==> src/rtl/ddr3_frame_fetch_if.sv <==
// Avalon-MM read port and pixel-FIFO write port of the frame fetch engine.
interface ddr3_frame_fetch_if #(
    parameter int unsigned ADDR_W = 26,
    parameter int unsigned CNT_W  = 9
);
    logic              avl_ready;
    logic              avl_burstbegin;
    logic [2:0]        avl_size;
    logic              avl_read_req;
    logic [ADDR_W-1:0] avl_addr;
    logic              avl_rdata_valid;
    logic [127:0]      avl_rdata;
    logic [CNT_W-1:0]  fifo_free;
    logic              fifo_wr_en;
    logic [127:0]      fifo_wr_data;

    modport master (
        input  avl_ready, avl_rdata_valid, avl_rdata, fifo_free,
        output avl_burstbegin, avl_size, avl_read_req, avl_addr, fifo_wr_en, fifo_wr_data
    );

    modport slave (
        output avl_ready, avl_rdata_valid, avl_rdata, fifo_free,
        input  avl_burstbegin, avl_size, avl_read_req, avl_addr, fifo_wr_en, fifo_wr_data
    );
endinterface

==> src/rtl/ddr3_frame_fetch.sv <==
// Frame-buffer read engine: walks one frame with Avalon burst reads and
// fills the VGA pixel FIFO without ever exceeding its free space.
module ddr3_frame_fetch #(
    parameter int unsigned ADDR_W    = 26,
    parameter int unsigned BURST_LEN = 4,
    parameter int unsigned CNT_W     = 9
) (
    input  logic                  clk,
    input  logic                  reset_n,
    input  logic                  enable,
    input  logic                  frame_start,
    input  logic [ADDR_W-1:0]     frame_base,
    input  logic [19:0]           frame_words,
    ddr3_frame_fetch_if.master    bus,
    output logic                  frame_done,
    output logic                  busy
);
    localparam int unsigned WORDS_W = 20;
    localparam int unsigned SUM_W   = CNT_W + 1;

    localparam logic [2:0] S_IDLE  = 3'd0;
    localparam logic [2:0] S_CHECK = 3'd1;
    localparam logic [2:0] S_REQ   = 3'd2;
    localparam logic [2:0] S_WAIT  = 3'd3;
    localparam logic [2:0] S_DRAIN = 3'd4;

    logic [2:0]         state_q, state_d;
    logic [ADDR_W-1:0]  addr_q, addr_d;
    logic [WORDS_W-1:0] remain_q, remain_d;
    logic [CNT_W-1:0]   outst_q, outst_d;
    logic               pend_q, pend_d;
    logic [ADDR_W-1:0]  pend_base_q, pend_base_d;
    logic [WORDS_W-1:0] pend_words_q, pend_words_d;
    logic               req_q, req_d;
    logic               bb_q, bb_d;
    logic [2:0]         size_q, size_d;
    logic [ADDR_W-1:0]  aaddr_q, aaddr_d;
    logic               wr_en_q;
    logic [127:0]       wr_data_q;
    logic               done_q, done_d;
    logic               busy_q;

    logic [2:0]         sz;
    logic [SUM_W-1:0]   credit;
    logic               credit_ok;
    logic               accept;
    logic               beat_dec;

    assign sz = (remain_q >= WORDS_W'(BURST_LEN)) ? 3'(BURST_LEN) : remain_q[2:0];

    // A write issued last cycle is not yet reflected in the FIFO's registered free count.
    assign credit    = SUM_W'(bus.fifo_free) - SUM_W'(outst_q) - SUM_W'(wr_en_q);
    assign credit_ok = !credit[CNT_W] && (credit[CNT_W-1:0] >= CNT_W'(sz));

    assign accept   = req_q & bus.avl_ready;
    assign beat_dec = bus.avl_rdata_valid && ((outst_q != '0) || accept);
    assign outst_d  = outst_q + (accept ? CNT_W'(size_q) : '0) - (beat_dec ? CNT_W'(1) : '0);

    always_comb begin
        state_d      = state_q;
        addr_d       = addr_q;
        remain_d     = remain_q;
        pend_d       = pend_q;
        pend_base_d  = pend_base_q;
        pend_words_d = pend_words_q;
        req_d        = req_q;
        bb_d         = 1'b0;
        size_d       = size_q;
        aaddr_d      = aaddr_q;
        done_d       = 1'b0;
        case (state_q)
            S_IDLE: begin
                if (frame_start && enable) begin
                    addr_d   = frame_base;
                    remain_d = frame_words;
                    if (frame_words == '0) done_d  = 1'b1;
                    else                   state_d = S_CHECK;
                end
            end
            S_CHECK: begin
                if (frame_start) begin
                    addr_d   = frame_base;
                    remain_d = frame_words;
                    state_d  = (outst_d == '0) ? S_CHECK : S_DRAIN;
                end else if (!enable) begin
                    state_d = (outst_d == '0) ? S_IDLE : S_DRAIN;
                end else if (remain_q == '0) begin
                    state_d = S_WAIT;
                end else if (credit_ok) begin
                    state_d = S_REQ;
                    req_d   = 1'b1;
                    bb_d    = 1'b1;
                    size_d  = sz;
                    aaddr_d = addr_q;
                end
            end
            S_REQ: begin
                // A restart seen here is held until the presented burst is accepted.
                if (frame_start) begin
                    pend_d       = 1'b1;
                    pend_base_d  = frame_base;
                    pend_words_d = frame_words;
                end
                if (accept) begin
                    req_d = 1'b0;
                    if (frame_start || pend_q) begin
                        addr_d   = frame_start ? frame_base : pend_base_q;
                        remain_d = frame_start ? frame_words : pend_words_q;
                        pend_d   = 1'b0;
                        state_d  = (outst_d == '0) ? S_CHECK : S_DRAIN;
                    end else begin
                        addr_d   = addr_q + ADDR_W'(size_q);
                        remain_d = remain_q - WORDS_W'(size_q);
                        state_d  = S_CHECK;
                    end
                end
            end
            S_WAIT: begin
                if (outst_q == '0) begin
                    done_d  = 1'b1;
                    state_d = S_IDLE;
                    if (frame_start) begin
                        addr_d   = frame_base;
                        remain_d = frame_words;
                        state_d  = S_CHECK;
                    end
                end else if (frame_start) begin
                    addr_d   = frame_base;
                    remain_d = frame_words;
                    state_d  = (outst_d == '0) ? S_CHECK : S_DRAIN;
                end
            end
            S_DRAIN: begin
                if (frame_start) begin
                    addr_d   = frame_base;
                    remain_d = frame_words;
                end
                if (outst_q == '0) state_d = enable ? S_CHECK : S_IDLE;
            end
            default: state_d = S_IDLE;
        endcase
    end

    always_ff @(posedge clk or negedge reset_n) begin
        if (!reset_n) begin
            state_q      <= S_IDLE;
            addr_q       <= '0;
            remain_q     <= '0;
            outst_q      <= '0;
            pend_q       <= 1'b0;
            pend_base_q  <= '0;
            pend_words_q <= '0;
            req_q        <= 1'b0;
            bb_q         <= 1'b0;
            size_q       <= '0;
            aaddr_q      <= '0;
            wr_en_q      <= 1'b0;
            wr_data_q    <= '0;
            done_q       <= 1'b0;
            busy_q       <= 1'b0;
        end else begin
            state_q      <= state_d;
            addr_q       <= addr_d;
            remain_q     <= remain_d;
            outst_q      <= outst_d;
            pend_q       <= pend_d;
            pend_base_q  <= pend_base_d;
            pend_words_q <= pend_words_d;
            req_q        <= req_d;
            bb_q         <= bb_d;
            size_q       <= size_d;
            aaddr_q      <= aaddr_d;
            wr_en_q      <= bus.avl_rdata_valid && (state_q != S_DRAIN);
            if (bus.avl_rdata_valid) wr_data_q <= bus.avl_rdata;
            done_q       <= done_d;
            busy_q       <= (state_d != S_IDLE);
        end
    end

    assign bus.avl_read_req   = req_q;
    assign bus.avl_burstbegin = bb_q;
    assign bus.avl_size       = size_q;
    assign bus.avl_addr       = aaddr_q;
    assign bus.fifo_wr_en     = wr_en_q;
    assign bus.fifo_wr_data   = wr_data_q;
    assign frame_done         = done_q;
    assign busy               = busy_q;
endmodule

==> src/flat_wrapper.sv <==
// flat-port wrapper written by rule: the top's interface ports become plain ports
module ddr3_frame_fetch_flat 
#(
    parameter int unsigned ADDR_W    = 26,
    parameter int unsigned BURST_LEN = 4,
    parameter int unsigned CNT_W     = 9
)
  (clk, reset_n, enable, frame_start, frame_base, frame_words, frame_done, busy, bus_avl_ready, bus_avl_rdata_valid, bus_avl_rdata, bus_fifo_free, bus_avl_burstbegin, bus_avl_size, bus_avl_read_req, bus_avl_addr, bus_fifo_wr_en, bus_fifo_wr_data);
  ddr3_frame_fetch_if #(.ADDR_W(ADDR_W), .CNT_W(CNT_W)) bus_i ();
  input  logic clk;
  input  logic reset_n;
  input  logic enable;
  input  logic frame_start;
  input  logic [ADDR_W-1:0] frame_base;
  input  logic [19:0] frame_words;
  output logic frame_done;
  output logic busy;
  input wire logic [$bits(bus_i.avl_ready)-1:0] bus_avl_ready;
  input wire logic [$bits(bus_i.avl_rdata_valid)-1:0] bus_avl_rdata_valid;
  input wire logic [$bits(bus_i.avl_rdata)-1:0] bus_avl_rdata;
  input wire logic [$bits(bus_i.fifo_free)-1:0] bus_fifo_free;
  output wire logic [$bits(bus_i.avl_burstbegin)-1:0] bus_avl_burstbegin;
  output wire logic [$bits(bus_i.avl_size)-1:0] bus_avl_size;
  output wire logic [$bits(bus_i.avl_read_req)-1:0] bus_avl_read_req;
  output wire logic [$bits(bus_i.avl_addr)-1:0] bus_avl_addr;
  output wire logic [$bits(bus_i.fifo_wr_en)-1:0] bus_fifo_wr_en;
  output wire logic [$bits(bus_i.fifo_wr_data)-1:0] bus_fifo_wr_data;
  assign bus_i.avl_ready = bus_avl_ready;
  assign bus_i.avl_rdata_valid = bus_avl_rdata_valid;
  assign bus_i.avl_rdata = bus_avl_rdata;
  assign bus_i.fifo_free = bus_fifo_free;
  assign bus_avl_burstbegin = bus_i.avl_burstbegin;
  assign bus_avl_size = bus_i.avl_size;
  assign bus_avl_read_req = bus_i.avl_read_req;
  assign bus_avl_addr = bus_i.avl_addr;
  assign bus_fifo_wr_en = bus_i.fifo_wr_en;
  assign bus_fifo_wr_data = bus_i.fifo_wr_data;
  ddr3_frame_fetch #(.ADDR_W(ADDR_W), .BURST_LEN(BURST_LEN), .CNT_W(CNT_W)) u_core (.clk(clk), .reset_n(reset_n), .enable(enable), .frame_start(frame_start), .frame_base(frame_base), .frame_words(frame_words), .bus(bus_i), .frame_done(frame_done), .busy(busy));
endmodule
==> config.mk <==
export PLATFORM = sky130hd
export DESIGN_NAME = ddr3_frame_fetch_flat
export DESIGN_NICKNAME = d
export VERILOG_FILES = /design/src/rtl/ddr3_frame_fetch_if.sv /design/src/rtl/ddr3_frame_fetch.sv /design/src/flat_wrapper.sv
export SDC_FILE = /design/constraint.sdc
export NUM_CORES = 1
export LEC_CHECK = 0
export CAP_MARGIN = 0
export CORE_MARGIN = 2
export CORE_UTILIZATION = 49
export CTS_CLUSTER_DIAMETER = 100
export CTS_CLUSTER_SIZE = 14
export DETAILED_ROUTE_END_ITERATION = 10
export PLACE_DENSITY = 0.81
export SYNTH_ARGS = -nofsm -noshare
export SYNTH_HDL_FRONTEND = slang
export SYNTH_SLANG_ARGS = --single-unit
export TNS_END_PERCENT = 10
==> constraint.sdc <==
create_clock -name clk -period 4.75 [get_ports clk]
set_input_delay 0.95 -clock clk [delete_from_list [all_inputs] [get_ports clk]]
set_output_delay 0.95 -clock clk [all_outputs]
set_load 0.01 [all_outputs]
# Yosys cells after proc, flatten, opt, wreduce, memory -nomap -nowiden
# Cells that the tools add are included.
# totals
ff_bits	267
inputBits	189
output_inout_bits	162
word_cells	107
# op_classes
n_addsub	6
n_lt_le_gt_ge	2
n_eq_ne	12
mux	49
bitwise	3
reduce_logical	20
# op_table
cell	n
two-way mux 26 bit	5
two-way mux 20 bit	5
one-hot mux 26 bit (3 select lines)	1
one-hot mux 20 bit (3 select lines)	1
two-way mux 3 bit	15
logical NOT 20 bit	2
adder 26 x 3 -> 26 bit	1
>= comparator 20 x 3 -> 1 bit (second input constant)	1
subtractor 20 x 3 -> 20 bit	1
two-way mux 1 bit	19
logical NOT 9 bit	2
one-hot mux 3 bit (5 select lines)	1
subtractor 10 x 1 -> 10 bit	1
subtractor 9 x 9 -> 10 bit	1
adder 9 bit	1
>= comparator 9 x 3 -> 1 bit	1
nonzero test 9 bit	1
subtractor 9 bit	1
!= test 2 x 1 -> 1 bit (second input constant)	4
equality test 3 x 2 -> 1 bit (second input constant)	2
!= test 2 bit (second input constant)	3
AND reduction 6 bit	1
nonzero test 3 bit	2
AND reduction 5 bit	1
13 further kinds	19

# Longest topological paths before layout
# depth
word_depth	11
depth_mapped	18
ltp_nobuf	17

# Least setup slack after synthesis
# Ideal clock, no wire load.
# synth_path
path_type	flip-flop to flip-flop
from	register u_core.outst_q[7]
to	register u_core.busy_q (netlist: u_core.busy)
setup_ns	0.133
t_arrival_ns	3.840
required_ns	4.617
slack_ns	0.777
path_stages_with_launch	19
path_buffers	1
period_less_slack_ns	3.973
cell_sequence	dfrtp_1 inv_1 ha_1 or4b_2 or2_2 clkbuf_1 o21a_1 ha_1 inv_1 ha_1 inv_1 fa_1 nor2b_1 o21bai_1 a211oi_1 o21a_1 o2111ai_1 a21boi_0 nand4bb_1
# synth_between
elab_chain_len	11
word_cells_on_any_way	26
cone_classes	add/sub: 4; order compare: 1; mux: 13; reduce/logical: 8
# synth_lines
element	line	text
start: declaration	ddr3_frame_fetch.sv:30	logic [CNT_W-1:0] outst_q, outst_d;
start signal: assignment	ddr3_frame_fetch.sv:165	outst_q <= outst_d;
parallel branches: the longest is 9 deep, another holds subtractor 9 x 9 -> 10 bit	-	
one-hot mux 3 bit (5 select lines) (*)	ddr3_frame_fetch.sv:71	case (state_q)
named net u_core.state_d[2]	ddr3_frame_fetch.sv:27	logic [2:0] state_q, state_d;
nonzero test 3 bit (*)	ddr3_frame_fetch.sv:176	busy_q <= (state_d != S_IDLE);
end signal: assignment	ddr3_frame_fetch.sv:176	
end: declaration	ddr3_frame_fetch.sv:41	logic busy_q;
# Mark *: on every way through the listed nets, which the timed path passes.
# A chain may end at the register's enable or synchronous reset.

# Worst setup path after layout
# Ends and elaborated chain as after synthesis.

==> key figures <==
Routing
  – Antenna viol nets, final: 0
  – Total number of vias: 9826
  – DR vias/cell: 5.526
  – Routed WL: 34650 um
  – 1st-iter DRT viols: 694
  – Routed len/inst: 19.49 um
  – DR DRC count: 11
  – Drt pass-1 iters: 8

Yosys
  – #FFs+latches synth: 267
  – Seq/Total Area, Yosys: 51.15%
  – Async S/R FF share, synth: 100.0%
  – Synth Cell Area: 13060 sq um
  – Net count after synthesis: 1338
  – Cell count after synthesis: 1108
  – Library cells used by synthesis: 65
  – Synth warn: 0
  – Number of enable flip-flop cells after synthesis: 0
  – Most used DFF post-synth: dfrtp_1
  – Syn Area/Cell: 11.79 sq um

Hold path
  – Hold Path Class: register to register

STA
  – Worst-Margin Slew: 1105 ps
  – Sum Neg Setup Slack: 0 ps
  – Slew HR: 26.36%
  – Tmin final: 4394 ps
  – Period utilization: 92.51%
  – Max Slew Vio Count: 0
  – Max Clk Rate: 227.6 MHz
  – RSZ-0062 raised after global routing: false
  – Clk_skew: 10.36 ps
  – Final hold viol count: 0
  – Final setup vio count: 0

Place
  – DP Cell Count: 1752
  – IO Port Bufs: 350
  – Detailed placement HPWL: 24890 um
  – GPL Wtd Cong: 0.8892

Clock network
  – Root buffer cell: clkbuf_16
  – Setup bufs post-CTS: 0
  – CTS Sinks: 267
  – Post-CTS Hold Buffers: 0
  – Worst-Skew Late Latency: 520 ps
  – PostCTS Resize Cnt: 0
  – CTS tree: done
  – Clk buf depth: 3
  – H-tree lvl count: 1
  – Clock slew at reported path FFs: 70 ps
  – CTS buffer count: 23

Die
  – Site row count: 59
  – Die width: 167.3 um
  – Core ar.: 26130 sq um
  – Boundary pin count: 351
  – Die area: 27980 sq um
  – Die Ht: 167.3 um
  – Starting Density: 49.98%

Worst setup path
  – Worst r2r src: u_core.outst_q[7]
  – Crit-path max FO: 6
  – CP Capture Type: register
  – Crit path depth: 17
  – CP max stage delay: 620 ps
  – Crit path max-delay family: simple AND/OR/NAND/NOR gates
  – Worst path slowest cell: or4b_2
  – Buf/Inv on CP: 3
  – CP Class: register to register
  – CP required: 5200 ps
  – Reg2reg setup slack: 360 ps
  – Critical Path Start: u_core.outst_q[7]
  – R2r endpoint: u_core.busy
  – WP data arrival: 4850 ps
  – CP endpoint: u_core.busy
  – Reg2reg path depth: 17
  – Setup crit start kind: register
  – Worst-path cell chain: inv_1 > ha_1 > or4b_2 > or2_2 > o21a_1 > ha_1 > inv_1 > ha_1 > inv_1 > fa_1 > nor2b_1 > o21bai_1 > a211oi_1 > nor3_1 > o2111ai_1 > a21boi_0 > nand4bb_1

Finish
  – Share of layout cells above drive strength 1: 17.88%
  – Fin nets: 1672
  – Commonest non-fill, non-tap cell in the layout: clkdlybuf4s50_1
  – Commonest cells after routing, fill and taps aside: clkdlybuf4s50_1 (348), dfrtp_1 (266), mux2_2 (176)
  – Area growth, synth to finish: 34.08%
  – Fill cell count: 1971
  – Antenna cells: 0
  – Fin cells: 1778

GRT
  – GRT Residual Overflow: 0
  – First-pass GRT wire length: 56100 um
  – Grt peak-use layer: met2
  – Vias in the first global route: 10580
  – Met3 Use GR: 6.878%
  – Largest net degree at the start of global routing: 143
  – M1 GR Usage: 29.05%
  – Met2 Track Usage GR: 43.73%
  – Initial antenna violation count: 0
  – GRT Overall Usage: 24.81%

Power
  – Leakage: 7.372 nW
  – P per Cell Area: 498.8 nW/um^2
  – Internal power consumption: 5.593 mW
  – Clock Power Share: 19.2%
  – Total power: 8.735 mW
  – Logic pwr share: 40.7%
  – Sw Share: 35.97%
  – Max IR drop VDD: 0.2953 mV
  – Switch Pwr: 3.142 mW
  – Register share of total power: 40.1%

Status
  – Failing checks: design-rule violations
  – Status: complete, but fails checks

Flow run
  – Max-cap viol count: 0
stage by stage:
step	setup slack, ps	utilization, %	instance area [sq um]	hold slack (ps)
final	355.6	67.02	17510	485.9
after global routing	84.44	67.02	17510	507.6
after CTS	417.3	67.02	17510	494.5
after detailed placement	382.4	64.74	16920	478.8
after global placement	438.9	64.74	16920	466.0
after floorplan	776.9	-	13060	449.8
cell usage after synthesis (10+ instances only):
master    number  area, sq um
mux2i_1       24        240.2
nand2b_1      10        62.56
a21oi_1       34        170.2
ha_1          36        450.4
xnor2_1       17        148.9
nor2_1        29        108.9
o211ai_1      19        142.6
o21ai_0       69        345.3
mux2_2       176         1982
mux2_4        26        390.4
nand2_1       93        349.1
xor2_1        28        245.2
dfrtp_1      267         6681
clkbuf_1      47        176.4
nand3_1       24        120.1
inv_1         51        191.4
nor3_1        14        70.07
power groups by stage:
stage | Clock (mW) | Combinational, mW | Sequential, mW
after floorplan | 0 | 2.31 | 3.43
after global placement | 0 | 3.41 | 3.48
after detailed placement | 0 | 3.53 | 3.52
after CTS | 1.72 | 3.56 | 3.49
after global routing | 1.81 | 3.94 | 3.58
final | 1.68 | 3.56 | 3.50
metal layers:
metal / part of all wire, % / routed length (um)
met1: 38 / 13330
met2: 50 / 17390
met3: 7.6 / 2626
met4: 3.8 / 1302
met5: 0 / 0
cells by family after synthesis:
logic type	after synthesis	share of synthesized area (%)
AOI/OAI and AO/OA	189	9.187
xor gates and xnor gates	45	3.018
adders and majority gates	41	4.215
buffers and inverters	106	3.391
DFF	267	51.15
muxes	226	20.00
and+or+nand+nor	234	9.033
final cells by class:
cell class	count	area, sq um	share of cell area (%)
sequential	267	6683	38.16
multi-input combinational	735	5963	34.05
timing repair buffer	364	3661	20.90
clock buffer	24	579.3	3.308
tap	335	419.2	2.393
inverter	51	191.4	1.093
clock inverter	2	16.27	0.09288
registers in the layout, summed over array words and instances (netlist names), 3 cells and up:
name / flops
u_core.pend_words_q: 20
u_core.pend_base_q: 26
u_core.addr_q: 26
u_core.outst_q: 9
u_core.bus.avl_addr: 26
u_core.remain_q: 20
u_core.bus.fifo_wr_data: 128
u_core.bus.avl_size: 3
u_core.state_q: 3
tightest hold or removal path: stages (launching register included):
cell and delay, ps:
dfrtp_1 340, nand2_1 50, o21ai_0 60
how the worst min path moves through the flow:
stage | endpoint | depth (start not counted) | start | slack [ps]
global placement | u_core.remain_q[0] | 2 | u_core.remain_q[0] | 470
CTS | u_core.remain_q[0] | 2 | u_core.remain_q[0] | 490
global route | u_core.pend_words_q[13] | 1 | u_core.pend_words_q[13] | 510
floorplan | u_core.remain_q[0] | 2 | u_core.remain_q[0] | 450
detailed placement | u_core.remain_q[0] | 2 | u_core.remain_q[0] | 480
finish | u_core.remain_q[0] | 2 | u_core.remain_q[0] | 490
Note: power is estimated with default switching activity, not from simulation.
